File: src/rtl/invo_freq_meter.sv
// rtl/invo_freq_meter.sv - ring-oscillator bank controller and per-channel edge counter
module invo_freq_meter #(
    parameter int NCH         = 4,
    parameter int CW          = 32,
    parameter int WIN_W       = 16,
    parameter int SETTLE      = 5,
    parameter int SYNC_STAGES = 2,
    localparam int CHW        = (NCH > 1) ? $clog2(NCH) : 1
) (
    input  logic             CLK,
    input  logic             RESET_N,
    input  logic             START,
    input  logic [CHW-1:0]   CH_SEL,
    input  logic [WIN_W-1:0] WINDOW,
    input  logic [NCH-1:0]   OSC_IN,
    output logic [NCH-1:0]   INIT_OUT,
    output logic             BUSY,
    output logic             DONE,
    output logic [CW-1:0]    COUNT,
    output logic             OVF
);

    // One down-counter times every phase, so it must hold the widest of them.
    localparam int TA = $clog2(SETTLE + SYNC_STAGES + 2);
    localparam int TW = (WIN_W > TA) ? WIN_W : TA;

    typedef enum logic [2:0] {
        S_IDLE,
        S_HOLD,
        S_ARM,
        S_MEAS,
        S_REPORT
    } state_t;

    state_t             state_q, state_d;
    logic [TW-1:0]      timer_q, timer_d;
    logic [CHW-1:0]     ch_q;
    logic [WIN_W-1:0]   win_q;
    logic [CW-1:0]      count_q;
    logic               ovf_q;
    logic [NCH-1:0]     sync_q [SYNC_STAGES];
    logic [NCH-1:0]     hist_q;
    logic [NCH-1:0]     rise;
    logic [NCH-1:0]     sel_mask;
    logic               sel_edge;
    logic               accept;
    logic               released;

    always_ff @(posedge CLK or negedge RESET_N) begin
        if (!RESET_N) begin
            for (int s = 0; s < SYNC_STAGES; s++) begin
                sync_q[s] <= '0;
            end
            hist_q <= '0;
        end else begin
            sync_q[0] <= OSC_IN;
            for (int s = 1; s < SYNC_STAGES; s++) begin
                sync_q[s] <= sync_q[s-1];
            end
            hist_q <= sync_q[SYNC_STAGES-1];
        end
    end

    assign rise = sync_q[SYNC_STAGES-1] & ~hist_q;

    // An out-of-range channel number decodes to an empty mask: nothing released, nothing counted.
    always_comb begin
        sel_mask = '0;
        for (int i = 0; i < NCH; i++) begin
            sel_mask[i] = (ch_q == CHW'(i));
        end
    end

    assign sel_edge = |(rise & sel_mask);
    assign accept   = (state_q == S_IDLE) && START;
    assign released = (state_q == S_ARM) || (state_q == S_MEAS);

    always_ff @(posedge CLK or negedge RESET_N) begin
        if (!RESET_N) begin
            state_q <= S_IDLE;
            timer_q <= '0;
        end else begin
            state_q <= state_d;
            timer_q <= timer_d;
        end
    end

    always_comb begin
        state_d = state_q;
        timer_d = timer_q;
        case (state_q)
            S_IDLE: begin
                if (START) begin
                    if (SETTLE > 0) begin
                        state_d = S_HOLD;
                        timer_d = TW'(SETTLE - 1);
                    end else begin
                        state_d = S_ARM;
                        timer_d = TW'(SYNC_STAGES);
                    end
                end
            end
            S_HOLD: begin
                if (timer_q == '0) begin
                    state_d = S_ARM;
                    timer_d = TW'(SYNC_STAGES);
                end else begin
                    timer_d = timer_q - 1'b1;
                end
            end
            S_ARM: begin
                // SYNC_STAGES+1 cycles lets the pipeline flush samples taken while INIT was held.
                if (timer_q == '0) begin
                    state_d = (win_q == '0) ? S_REPORT : S_MEAS;
                    timer_d = TW'(win_q) - 1'b1;
                end else begin
                    timer_d = timer_q - 1'b1;
                end
            end
            S_MEAS: begin
                if (timer_q == '0) begin
                    state_d = S_REPORT;
                end else begin
                    timer_d = timer_q - 1'b1;
                end
            end
            S_REPORT: begin
                state_d = S_IDLE;
            end
            default: begin
                state_d = S_IDLE;
            end
        endcase
    end

    always_ff @(posedge CLK or negedge RESET_N) begin
        if (!RESET_N) begin
            ch_q    <= '0;
            win_q   <= '0;
            count_q <= '0;
            ovf_q   <= 1'b0;
        end else if (accept) begin
            ch_q    <= CH_SEL;
            win_q   <= WINDOW;
            count_q <= '0;
            ovf_q   <= 1'b0;
        end else if ((state_q == S_MEAS) && sel_edge) begin
            if (&count_q) begin
                ovf_q <= 1'b1;
            end else begin
                count_q <= count_q + 1'b1;
            end
        end
    end

    assign INIT_OUT = ~(sel_mask & {NCH{released}});
    assign BUSY     = (state_q != S_IDLE);
    assign DONE     = (state_q == S_REPORT);
    assign COUNT    = count_q;
    assign OVF      = ovf_q;

endmodule

File: config.mk
export PLATFORM = sky130hd
export DESIGN_NAME = invo_freq_meter
export DESIGN_NICKNAME = d
export VERILOG_FILES = /design/src/rtl/invo_freq_meter.sv
export SDC_FILE = /design/constraint.sdc
export NUM_CORES = 1
export LEC_CHECK = 0
export BUFFER_PORTS_ARGS = -buffer_cell sky130_fd_sc_hd__buf_2
export CAP_MARGIN = 20
export CORE_UTILIZATION = 55
export DETAILED_ROUTE_END_ITERATION = 10
export PLACE_DENSITY = 0.83
export SYNTH_ARGS = -nofsm -noshare
export SYNTH_HDL_FRONTEND = slang
export SYNTH_SLANG_ARGS = --single-unit
File: constraint.sdc
create_clock -name CLK -period 2.7 [get_ports CLK]
set_clock_uncertainty 0.1 [all_clocks]
set_input_delay 0.27 -clock CLK [delete_from_list [all_inputs] [get_ports CLK]]
set_output_delay 0.27 -clock CLK [all_outputs]
set_load 0.02 [all_outputs]
After elaboration in Yosys (flattened, before gate mapping):

Cells that the tools add are included.

* register bits: 82
* input port bits: 25
* output and inout port bits: 39
* word-level logic and storage cells: 64

* add/subtract/negate cells: 3
* equal/unequal tests: 13
* multiplexer cells: 17
* bitwise operators: 5
* reduce and logical (&&, ||, !) cells: 17

Operators with widths (count)
* $mux 32: 3
* $mux 16: 4
* $pmux 16 s4: 1
* $add 32x1->32 const B: 1
* $logic_not 16->1: 2
* $reduce_and 32->1: 1
* $sub 16x1->16 const B: 2
* $mux 3: 5
* $and 4x4->4: 3
* $pmux 3 s4: 1
* $ne 2x2->1 const B: 4
* $not 4->4: 2
* $eq 3x2->1 const B: 2
* $eq 2x2->1 const B: 2
* $ne 2x1->1 const B: 2
* $reduce_and 2->1: 2
* $reduce_and 4->1: 1
* $reduce_bool 2->1: 2
* $reduce_bool 4->1: 1
* $reduce_or 4->1: 1
* $eq 3x1->1 const B: 1
* $eq 3x3->1 const B: 1
* $logic_not 3->1: 1
* $mux 1: 3
* other kinds (6): 7

Longest topological paths before layout:

Gate-level depths: netlist of the first run.

* depth in word-level cells: 7
* depth in mapped cells: 8
* depth with buffers taken out: 7

Worst setup path before layout of the first run:

No wires, ideal clock.

* path type: flip-flop to flip-flop
* start: register count_q[0], in the netlist COUNT[0]
* end: register count_q[26], in the netlist COUNT[26]
* setup time: 0.073 ns
* data arrival time: 2.044 ns
* data required time: 2.527 ns
* slack: 0.483 ns
* cell stages (with the launch flop): 7
* buffers on the path: 0
* period minus slack after synthesis: 2.217 ns
* cell sequence: dfrtp_1 -> ha_1 -> nand2_1 -> or3_4 -> or3_4 -> or3_1 -> a21oi_2

* word-level cells in the longest chain between the ends: 4
* elaborated cells on any way between the ends: 7
* classes of those cells: add/sub: 1; eq/ne: 1; mux: 3; reduce/logical: 2

RTL lines
* start: declaration: line 39 `logic [CW-1:0] count_q;`
* start signal: assignment: line 151 `count_q <= count_q + 1'b1;`
* $add 32x1->32: line 151
* $mux 32: line 148 `if (&count_q) begin`
* $mux 32: line 147 `end else if ((state_q == S_MEAS) && sel_edge) begin`
* $mux 32: line 142 `end else if (accept) begin`

Parallel ways exist; a longest one is shown, timed or not. The select of a mux whose other input is x is not followed.
A chain may end at the register's enable or synchronous reset.

Worst setup path after layout of the first run:

* start: register state_q[1]
* end: register count_q[20], in the netlist COUNT[20]

* word-level cells in the longest chain between the ends: 4
* elaborated cells on any way between the ends: 8
* classes of those cells: eq/ne: 2; mux: 1; reduce/logical: 5

RTL lines
* start: declaration: line 35 `state_t state_q, state_d;`
* start signal: assignment: line 83 `state_q <= state_d;`
* $logic_not 3->1 / $eq 3x2->1 (equally long branches): line 75, 147
* $logic_and 1x1->1 (on tied branches): line 75, 147
* $ne 2x2->1 (no line) / $reduce_bool 2->1 (equally long branches)
* $reduce_and 2->1 (no line)

Parallel ways exist; a longest one is shown, timed or not.

==> results of run 1 <==
## metrics by stage
step,hold slack [ns],std cells,setup WS (ns)
3_3_place_gp,0.165,654,0.408
3_5_place_dp,0.165,654,0.257
6_report,0.00250,679,0.303
4_1_cts,0.000617,679,0.235
2_1_floorplan,-0.126,500,0.483
5_1_grt,0.00321,679,0.0714
## layout by cell type, fill, tap and decap left out, types with 5 or more instances in the layout
cell type / n
nand4_1: 14
a21oi_1: 25
xor2_1: 7
o221ai_1: 5
and3_1: 5
mux2i_1: 7
clkbuf_8: 9
nor2b_1: 6
or3_1: 9
nor3_1: 12
nor4_1: 9
o21ai_0: 11
dlygate4sd3_1: 9
inv_1: 13
nand2_1: 97
o31ai_1: 9
buf_2: 62
nand2b_1: 8
nand3_1: 17
or4_1: 14
and4_1: 5
dfrtp_1: 82
a31oi_1: 8
buf_4: 10
xnor2_1: 6
nor2_1: 32
## worst max-delay path, cell delays in order, from the launching register on
cell and delay [ns]:
dfrtp_1 0.53, nand2b_1 0.17, nor2_1 0.34, nand3_1 0.40
or4_1 0.60, a21oi_1 0.17
## metal layers
layer  GRT usage (%)  vias up
met5               0        -
met1            35.7     1984
met2            45.7      157
met4            15.6        0
met3            4.68       32
li1                -     1983
## cells by family after synthesis
kind of cell,Yosys count,synth area share [%]
and+or+nand+nor,257,29.9
AOI/OAI and AO/OA,101,15.6
DFF,82,45.4
buffers and inverters,35,3.38
xor gates and xnor gates,13,2.52
muxes,8,2.05
adders and majority gates,4,1.11
## cell type report
type,instances,area [um^2],area share [%]
Clock inverter,7,106,2.01
Timing Repair Buffer,83,515,9.73
Sequential cell,82,2050,38.7
Inverter,13,48.8,0.921
Tap cell,102,128,2.41
Clock buffer,9,124,2.34
Multi-Input combinational cell,383,2320,43.8
## power breakdown
| part | total (mW) | switching (mW) | leakage [nW] | internal, mW |
|---|---|---|---|---|
| clock network | 1.04 | 0.500 | 0.117 | 0.540 |
| logic | 0.160 | 0.0929 | 1.16 | 0.0671 |
| registers | 1.31 | 0.0425 | 0.994 | 1.26 |
| total | 2.51 | 0.635 | 2.27 | 1.87 |
## cell usage after synthesis, types with 5 or more instances
cell type / instances / area (um^2)
mux2i_1: 7 / 70.1
o31ai_1: 9 / 67.6
o221ai_1: 5 / 43.8
xor2_1: 7 / 61.3
nand4_1: 14 / 87.6
a21oi_1: 25 / 125
xnor2_1: 6 / 52.6
clkbuf_1: 12 / 45.0
nor2_1: 33 / 124
nand2b_1: 8 / 50.1
or3_1: 9 / 56.3
inv_1: 13 / 48.8
nor3_1: 12 / 60.1
nand3_1: 17 / 85.1
buf_2: 8 / 40.0
and3_1: 5 / 31.3
a31oi_1: 8 / 50.1
o21ai_0: 11 / 55.1
nor2b_1: 6 / 37.5
dfrtp_1: 82 / 2050
nand2_1: 98 / 368
or4_1: 14 / 105
nor4_1: 9 / 56.3
and4_1: 5 / 43.8
## worst max path at each step
stage,slack (ns),endpoint
finish,0.30,COUNT[20]
global route,0.07,COUNT[20]
CTS,0.24,COUNT[11]
detailed placement,0.26,COUNT[11]
global placement,0.41,COUNT[16]
floorplan,0.48,COUNT[26]
## state kept, by name (all words and copies together) (netlist names)
register / count
state_q: 3
ch_q: 2
sync_q: 8
COUNT: 32
OVF: 1
timer_q: 16
hist_q: 4
win_q: 16
## timing repair
item,in CTS,in global routing
endpoints found under the setup margin,0,1
gates resized for setup,0,1
hold buffers,9,0
endpoints found under the hold margin,45,0
==> results.toml, run 1 <==
[worst_setup_path]
startpoint = "state_q[1]"
r2r-start = "state_q[1]"
cp.required_ns = 2.89
worstSetupEndpointType = "flip-flop"
cp_data_arrival_time_ns = 2.58
worstReg2RegEnd = "COUNT[20]"
path_max_fanout = 12
critical_path_class = "flip-flop to flip-flop"
cp-start-kind = "flip-flop"
rrSetupSlack_ns = 0.30
reg2reg_depth = 5

[yosys]
ys_types = 62
avgSynthCellArea_um2 = 9.04
yosys_warnings = 0
postSynthCellCount = 500
synth-seq-cells = 82
ys_dominant_reg_cell = "dfrtp_1"
netlist_area_um2 = 4520
synthArstFlopShare_pct = 100
synth_nets = 529
synth_edf_count = 0
synth-seq-area-share_pct = 45.4

[floorplan]
die_h_um = 92.7
initial_core_util_pct = 57.6
core_um2 = 7850
io_pins = 64
rows = 32
die_w_um = 92.7
fp.dieArea_um2 = 8590

[timing]
setup_viol = 0
hold_violations = 0
fmax_mhz = 417
period_share_pct = 88.8
grt_setup_unrepaired = "no"
min_period_ns = 2.40
tns_ns = 0
max_slew_margin_pct = 39.1
worstMarginPinSlew_ns = 0.913
maxSlewViolCount = 0

[place]
placedInstanceArea_um2 = 4970
gp_congestion = 0.920
dpl.hpwl_um = 7920
port_buffers = 63

[finish]
finalNetCount = 601
nFillCells = 633
diodes = 0
fin_util_pct = 67.5
areaGrowthSynthToFinish_pct = 17.1
design_area_um2 = 5300
drive_above_1_share_pct = 19.6

[route]
vias = 4156
dr_wl_met2_um = 5500
post_drt_via_cell_ratio = 6.12
drc = 0
avgRoutedWirePerCell_um = 16.6
postRouteWirelength_um = 11300
drtIter0Drc = 356
route.met3.wl_um = 661
topRoutingLayerUsed = "met4"
ant_nets = 0
dr.pass1.iters = 5
wl_met1_um = 4740

[global_routing]
grt-ovfl-total = 0
track_usage_pct = 28.1
grt_max_degree = 46
grt_pass1_vias = 3998
antenna_found_initial = 0
grt_first_pass_wirelength_um = 18900

[clocking]
post_cts_buffers = 0
clock_path_buffers = 2
cts_made_buffers = 9
cts.htree.levels = 3
cts_tree = "built"
clk_pin_slew_ns = 0.09
cts.sink_count = 82
clk-insertion-delay-late_ns = 0.37
cts_root_buf = "clkbuf_8"

[power_and_ir_drop]
total_power_mw = 2.51
ir_worst_vdd_v = 0.000294
power_leakage_nw = 2.27
p_per_area_nw_per_um2 = 473

[status]
status = "complete, no violations"

[run]
max-cap-violations = 0

[worst_hold_path]
hold_class = "primary input to flip-flop"
hold-path-cell-count = 3
min-delay-start = "WINDOW[4]"
hold_path_end = "win_q[4]"
No activity file was read; power rests on OpenSTA's default activity.
==> inputs of run 2 (changes only) <==
Settings changed: CAP_MARGIN 20 to default, CORE_UTILIZATION 55 to 45, PLACE_DENSITY 0.83 to 0.71.
==> run 2 against run 1 <==
Against the previous run: total power up 0.64%; register-to-register slack is essentially flat; worst setup slack improved by 0.0047 ns; maximum frequency up 0.20%; wire length rose by 1.4%; non-clock buffer count rose by 6; sequential share of layout area down 0.72 points; utilization down 12 points; combinational power increased by 3%.
==> results.toml, run 2 (synthesis gave the netlist of run 1 again) <==
[clocking]
cts_made_buffers = 9
cts.htree.levels = 3
post_cts_buffers = 0
clock_path_buffers = 2
cts_root_buf = "clkbuf_8"
cts.sink_count = 82
clk_pin_slew_ns = 0.09
cts_tree = "built"
clk-insertion-delay-late_ns = 0.36

[worst_setup_path]
rrSetupSlack_ns = 0.31
crit_slowest_cell = "dfrtp_1"
path_max_fanout = 12
crit_chain = "inv_1 > ha_1 > nor3b_1 > nand4_2 > o31ai_4 > buf_4 > nor2_1 > o221ai_1"
cp-start-kind = "flip-flop"
critical_path_class = "flip-flop to flip-flop"
worstSetupEndpointType = "flip-flop"
max_stage_delay_ns = 0.41
cp.required_ns = 2.87
cp_data_arrival_time_ns = 2.56

[power_and_ir_drop]
power_leakage_nw = 2.29
p_per_area_nw_per_um2 = 467
ir_worst_vdd_v = 0.000288

[global_routing]
grt_pass1_vias = 3825
antenna_found_initial = 0
track_usage_pct = 22.9
grt_first_pass_wirelength_um = 18600
grt_max_degree = 83
grt-ovfl-total = 0

[place]
port_buffers = 63
placedInstanceArea_um2 = 5020
gp_congestion = 0.915
dpl.hpwl_um = 7930

[floorplan]
rows = 36
core_um2 = 9770
initial_core_util_pct = 46.3
die_h_um = 102
io_pins = 64
fp.dieArea_um2 = 10500
die_w_um = 102

[timing]
maxSlewViolCount = 0
fmax_mhz = 418
min_period_ns = 2.39
grt_setup_unrepaired = "no"
period_share_pct = 88.6
tns_ns = 0
worstMarginPinSlew_ns = 0.827
max_slew_margin_pct = 44.8
worst_hold_slack_ns = 0.00637
hold_violations = 0
setup_viol = 0

[worst_hold_path]
hold_class = "primary input to flip-flop"

[route]
vias = 4100
post_drt_via_cell_ratio = 5.73
drtIter0Drc = 301
dr.pass1.iters = 5
avgRoutedWirePerCell_um = 16.0
drc = 0
postRouteWirelength_um = 11400
ant_nets = 0

[finish]
layout_commonest_cell = "nand2_1"
drive_above_1_share_pct = 19.6
final_cell_mix = "97 x nand2_1, 82 x dfrtp_1, 62 x buf_2"
diodes = 0
areaGrowthSynthToFinish_pct = 19.3
design_area_um2 = 5400
largest_reg_flops = 32
finalNetCount = 607
fin_util_pct = 55.2

[status]
status = "complete, no violations"

[run]
max-cap-violations = 0
-- run 2: cell types whose count changed in the layout (fill, tap and decap cells not counted), sizes merged --
cell / delta
clkinvlp: +1
dlygate4sd3: +5
buf: +1
inv: -1
-- run 2: cell type report --
type                    count  area [um^2]
fillers                   892         4380
multi-input cells         383         2330
flip-flops and latches     82         2050
repair buffers             89          573
well taps                 133          166
clock buffers               9          124
clock inverters             7          105
inverters                  13         48.8
-- run 2: metal layers --
layer  global-route usage, %  vias to the layer above  part of all wire, %  wire (um)
met2                    36.8                      138                   48       5490
li1                        -                     1989                    -          -
met5                       0                        -                    0          0
met3                    4.45                       21                  5.0        570
met4                    7.47                        0                  1.7        195
met1                    31.1                     1952                   45       5180
-- run 2: worst max-delay path, delay by kind of cell, from the launching register on --
kind / cells / cell delay [ns]
AND/OR/NAND/NOR: 3 / 0.67
AO/OA/AOI/OAI: 2 / 0.62
flip-flops: 1 / 0.41
buffers and inverters: 2 / 0.33
adder cells (fa/ha/maj): 1 / 0.18
-- run 2: final timing paths --
| kind | to | cells after the start | from |
|---|---|---|---|
| worst min-delay path | win_q[0] | 3 | WINDOW[0] |
| worst max-delay path | timer_q[15] | 8 | timer_q[0] |
| worst min register to register | sync_q[1] | 0 | sync_q[5] |
| min in group asynchronous | timer_q[3] | 3 | RESET_N |
| max in group asynchronous | COUNT[20] | 3 | RESET_N |
| worst max register to register | timer_q[15] | 8 | timer_q[0] |
-- run 2: through the flow --
step	std cells	setup WS, ns	power [mW]
after floorplan	500	0.483	1.39
after global placement	686	0.395	1.48
after detailed placement	686	0.258	1.48
after CTS	716	0.227	2.53
after global routing	716	0.184	2.61
final	716	0.307	2.52
-- run 2: where the power goes --
group          internal [mW]  switching [mW]
logic                 0.0717          0.0930
clock network          0.538           0.514
registers               1.26          0.0427
-- run 2: what timing repair did --
item                       in CTS  in global routing
gates resized for setup         0                  1
hold endpoints to repair       95                  0
setup endpoints to repair       0                  2
hold buffers                   14                  0
==> inputs of run 3 (changes only) <==
--- a/config.mk
+++ b/config.mk
@@ -8,4 +8,5 @@
 export BUFFER_PORTS_ARGS = -buffer_cell sky130_fd_sc_hd__buf_2
 export CORE_UTILIZATION = 45
+export CTS_BUF_LIST = sky130_fd_sc_hd__clkbuf_4 sky130_fd_sc_hd__clkbuf_8
 export DETAILED_ROUTE_END_ITERATION = 10
 export PLACE_DENSITY = 0.71
==> constraint.sdc (replaced) <==
create_clock -name CLK -period 2.7 [get_ports CLK]
set_clock_uncertainty 0.1 [all_clocks]
set_input_delay 0.54 -clock CLK [delete_from_list [all_inputs] [get_ports CLK]]
set_output_delay 0.54 -clock CLK [all_outputs]
set_load 0.02 [all_outputs]
==> run 3 against run 2 <==
Against the previous run: sequential power is essentially flat; die area did not move; critical endpoint is now COUNT[8]; maximum frequency decreased by 2.1%; highest routed layer unchanged; wire length shrank 2.1%; combinational power fell by 9.7%; global-route usage decreased by 0.27 points; total power down 4.8%; sequential cell count stayed put; cell area is 3.0% lower.
==> results.toml, run 3 (synthesis gave the netlist of run 1 again) <==
[status]
status = "complete, no violations"

[floorplan]
die_w_um = 102
fp.dieArea_um2 = 10500
die_h_um = 102
io_pins = 64
initial_core_util_pct = 46.3
rows = 36
core_um2 = 9770

[place]
dpl.hpwl_um = 8080
place_ws_ns = 0.315
port_buffers = 63
gp_congestion = 0.922
placedInstanceArea_um2 = 5020

[global_routing]
track_usage_pct = 22.6
grt_pass1_vias = 3712
grt_first_pass_wirelength_um = 18100
grt_max_degree = 46
grt-ovfl-total = 0
antenna_found_initial = 0

[finish]
layout_commonest_cell = "nand2_1"
final_cell_mix = "98 x nand2_1, 82 x dfrtp_1, 62 x buf_2"
drive_above_1_share_pct = 19.9
areaGrowthSynthToFinish_pct = 15.7
nFillCells = 907
diodes = 0
design_area_um2 = 5230
largest_reg_flops = 32
finalNetCount = 593

[worst_setup_path]
cp.required_ns = 2.90
path_buf_inv = 0
worstReg2RegEnd = "COUNT[8]"
r2r-start = "state_q[1]"
max_stage_delay_ns = 0.66
worstSetupEndpointType = "flip-flop"
critical_path_class = "flip-flop to flip-flop"
cp-start-kind = "flip-flop"
rrSetupSlack_ns = 0.26
cp_data_arrival_time_ns = 2.64
crit_slowest_cell = "or4_1"
cpLargestDelayFamily = "simple AND/OR/NAND/NOR gates"
reg2reg_depth = 5
crit_chain = "nand2b_1 > nor2_1 > nand2_1 > or4_1 > a21oi_1"
path_max_fanout = 22

[timing]
min_period_ns = 2.44
tns_ns = 0
max_slew_margin_pct = 42.1
grt_setup_unrepaired = "no"
period_share_pct = 90.5
worstMarginPinSlew_ns = 0.868
final.setup.worst_slack_ns = 0.256
setup_viol = 0
fmax_mhz = 409
maxSlewViolCount = 0
hold_violations = 0

[route]
drc = 0
avgRoutedWirePerCell_um = 16.0
postRouteWirelength_um = 11200
post_drt_via_cell_ratio = 5.82
drtIter0Drc = 251
ant_nets = 0
dr.pass1.iters = 5
vias = 4083

[power_and_ir_drop]
p_per_area_nw_per_um2 = 459
power_leakage_nw = 2.23
ir_worst_vdd_v = 0.000357

[clocking]
cts.htree.levels = 3
cts_made_buffers = 9
clk-insertion-delay-late_ns = 0.37
cts.sink_count = 82
clock_path_buffers = 2
clk_pin_slew_ns = 0.09
post_cts_buffers = 0
post_cts_resized = 0
hold_buffers = 0
cts_tree = "built"
cts_root_buf = "clkbuf_8"

[run]
max-cap-violations = 0

[worst_hold_path]
hold_class = "primary input to asynchronous set/reset pin"
[run 3: cell count changes in the layout (fill, tap and decap cells not counted), sizes merged]
cell / delta
bufinv: -1
clkinv: +3
clkinvlp: -1
dlygate4sd3: -14
inv: -1
[run 3: worst max path at each step]
stage / start / end / slack [ns] / cells past startpoint
floorplan: COUNT[0] / COUNT[26] / 0.48 / 6
global placement: state_q[2] / COUNT[16] / 0.40 / 5
detailed placement: state_q[2] / COUNT[3] / 0.32 / 5
CTS: state_q[2] / COUNT[3] / 0.29 / 5
global route: state_q[1] / COUNT[16] / 0.09 / 5
finish: state_q[1] / COUNT[8] / 0.26 / 5
[run 3: area by class of cell]
type,instances,area [um^2],area share [%]
repair buffers,75,433,8.27
inverters,13,48.8,0.932
flip-flops and latches,82,2050,39.2
multi-input cells,383,2320,44.4
well taps,133,166,3.18
clock buffers,9,124,2.37
clock inverters,7,85.1,1.63
[run 3: per-layer routing]
metal	track usage (%)	part of all wire, %	vias to the layer above
li1	-	-	1979
met1	30.3	45	1958
met2	36.3	49	127
met3	5.88	5.1	19
met4	6.26	1.5	0
met5	0	0	-
[run 3: worst reg2reg max path, stage by stage, from the launching register on]
cell,delay [ns]
dfrtp_1,0.54
nand2b_1,0.16
nor2_1,0.29
nand2_1,0.47
or4_1,0.66
a21oi_1,0.16
[run 3: through the flow]
stage	hold WS, ns	utilization (%)	total power [mW]	std cells
after floorplan	0.144	-	1.39	500
after global placement	0.235	51.4	1.48	686
after detailed placement	0.236	51.4	1.48	686
after CTS	0.0459	53.5	2.44	702
after global routing	0.0712	53.5	2.51	702
final	0.0294	53.5	2.40	702
[run 3: report_power, final]
group	total [mW]	switching [mW]	internal, mW
clock network	0.946	0.501	0.445
registers	1.31	0.0431	1.26
logic	0.149	0.0900	0.0585
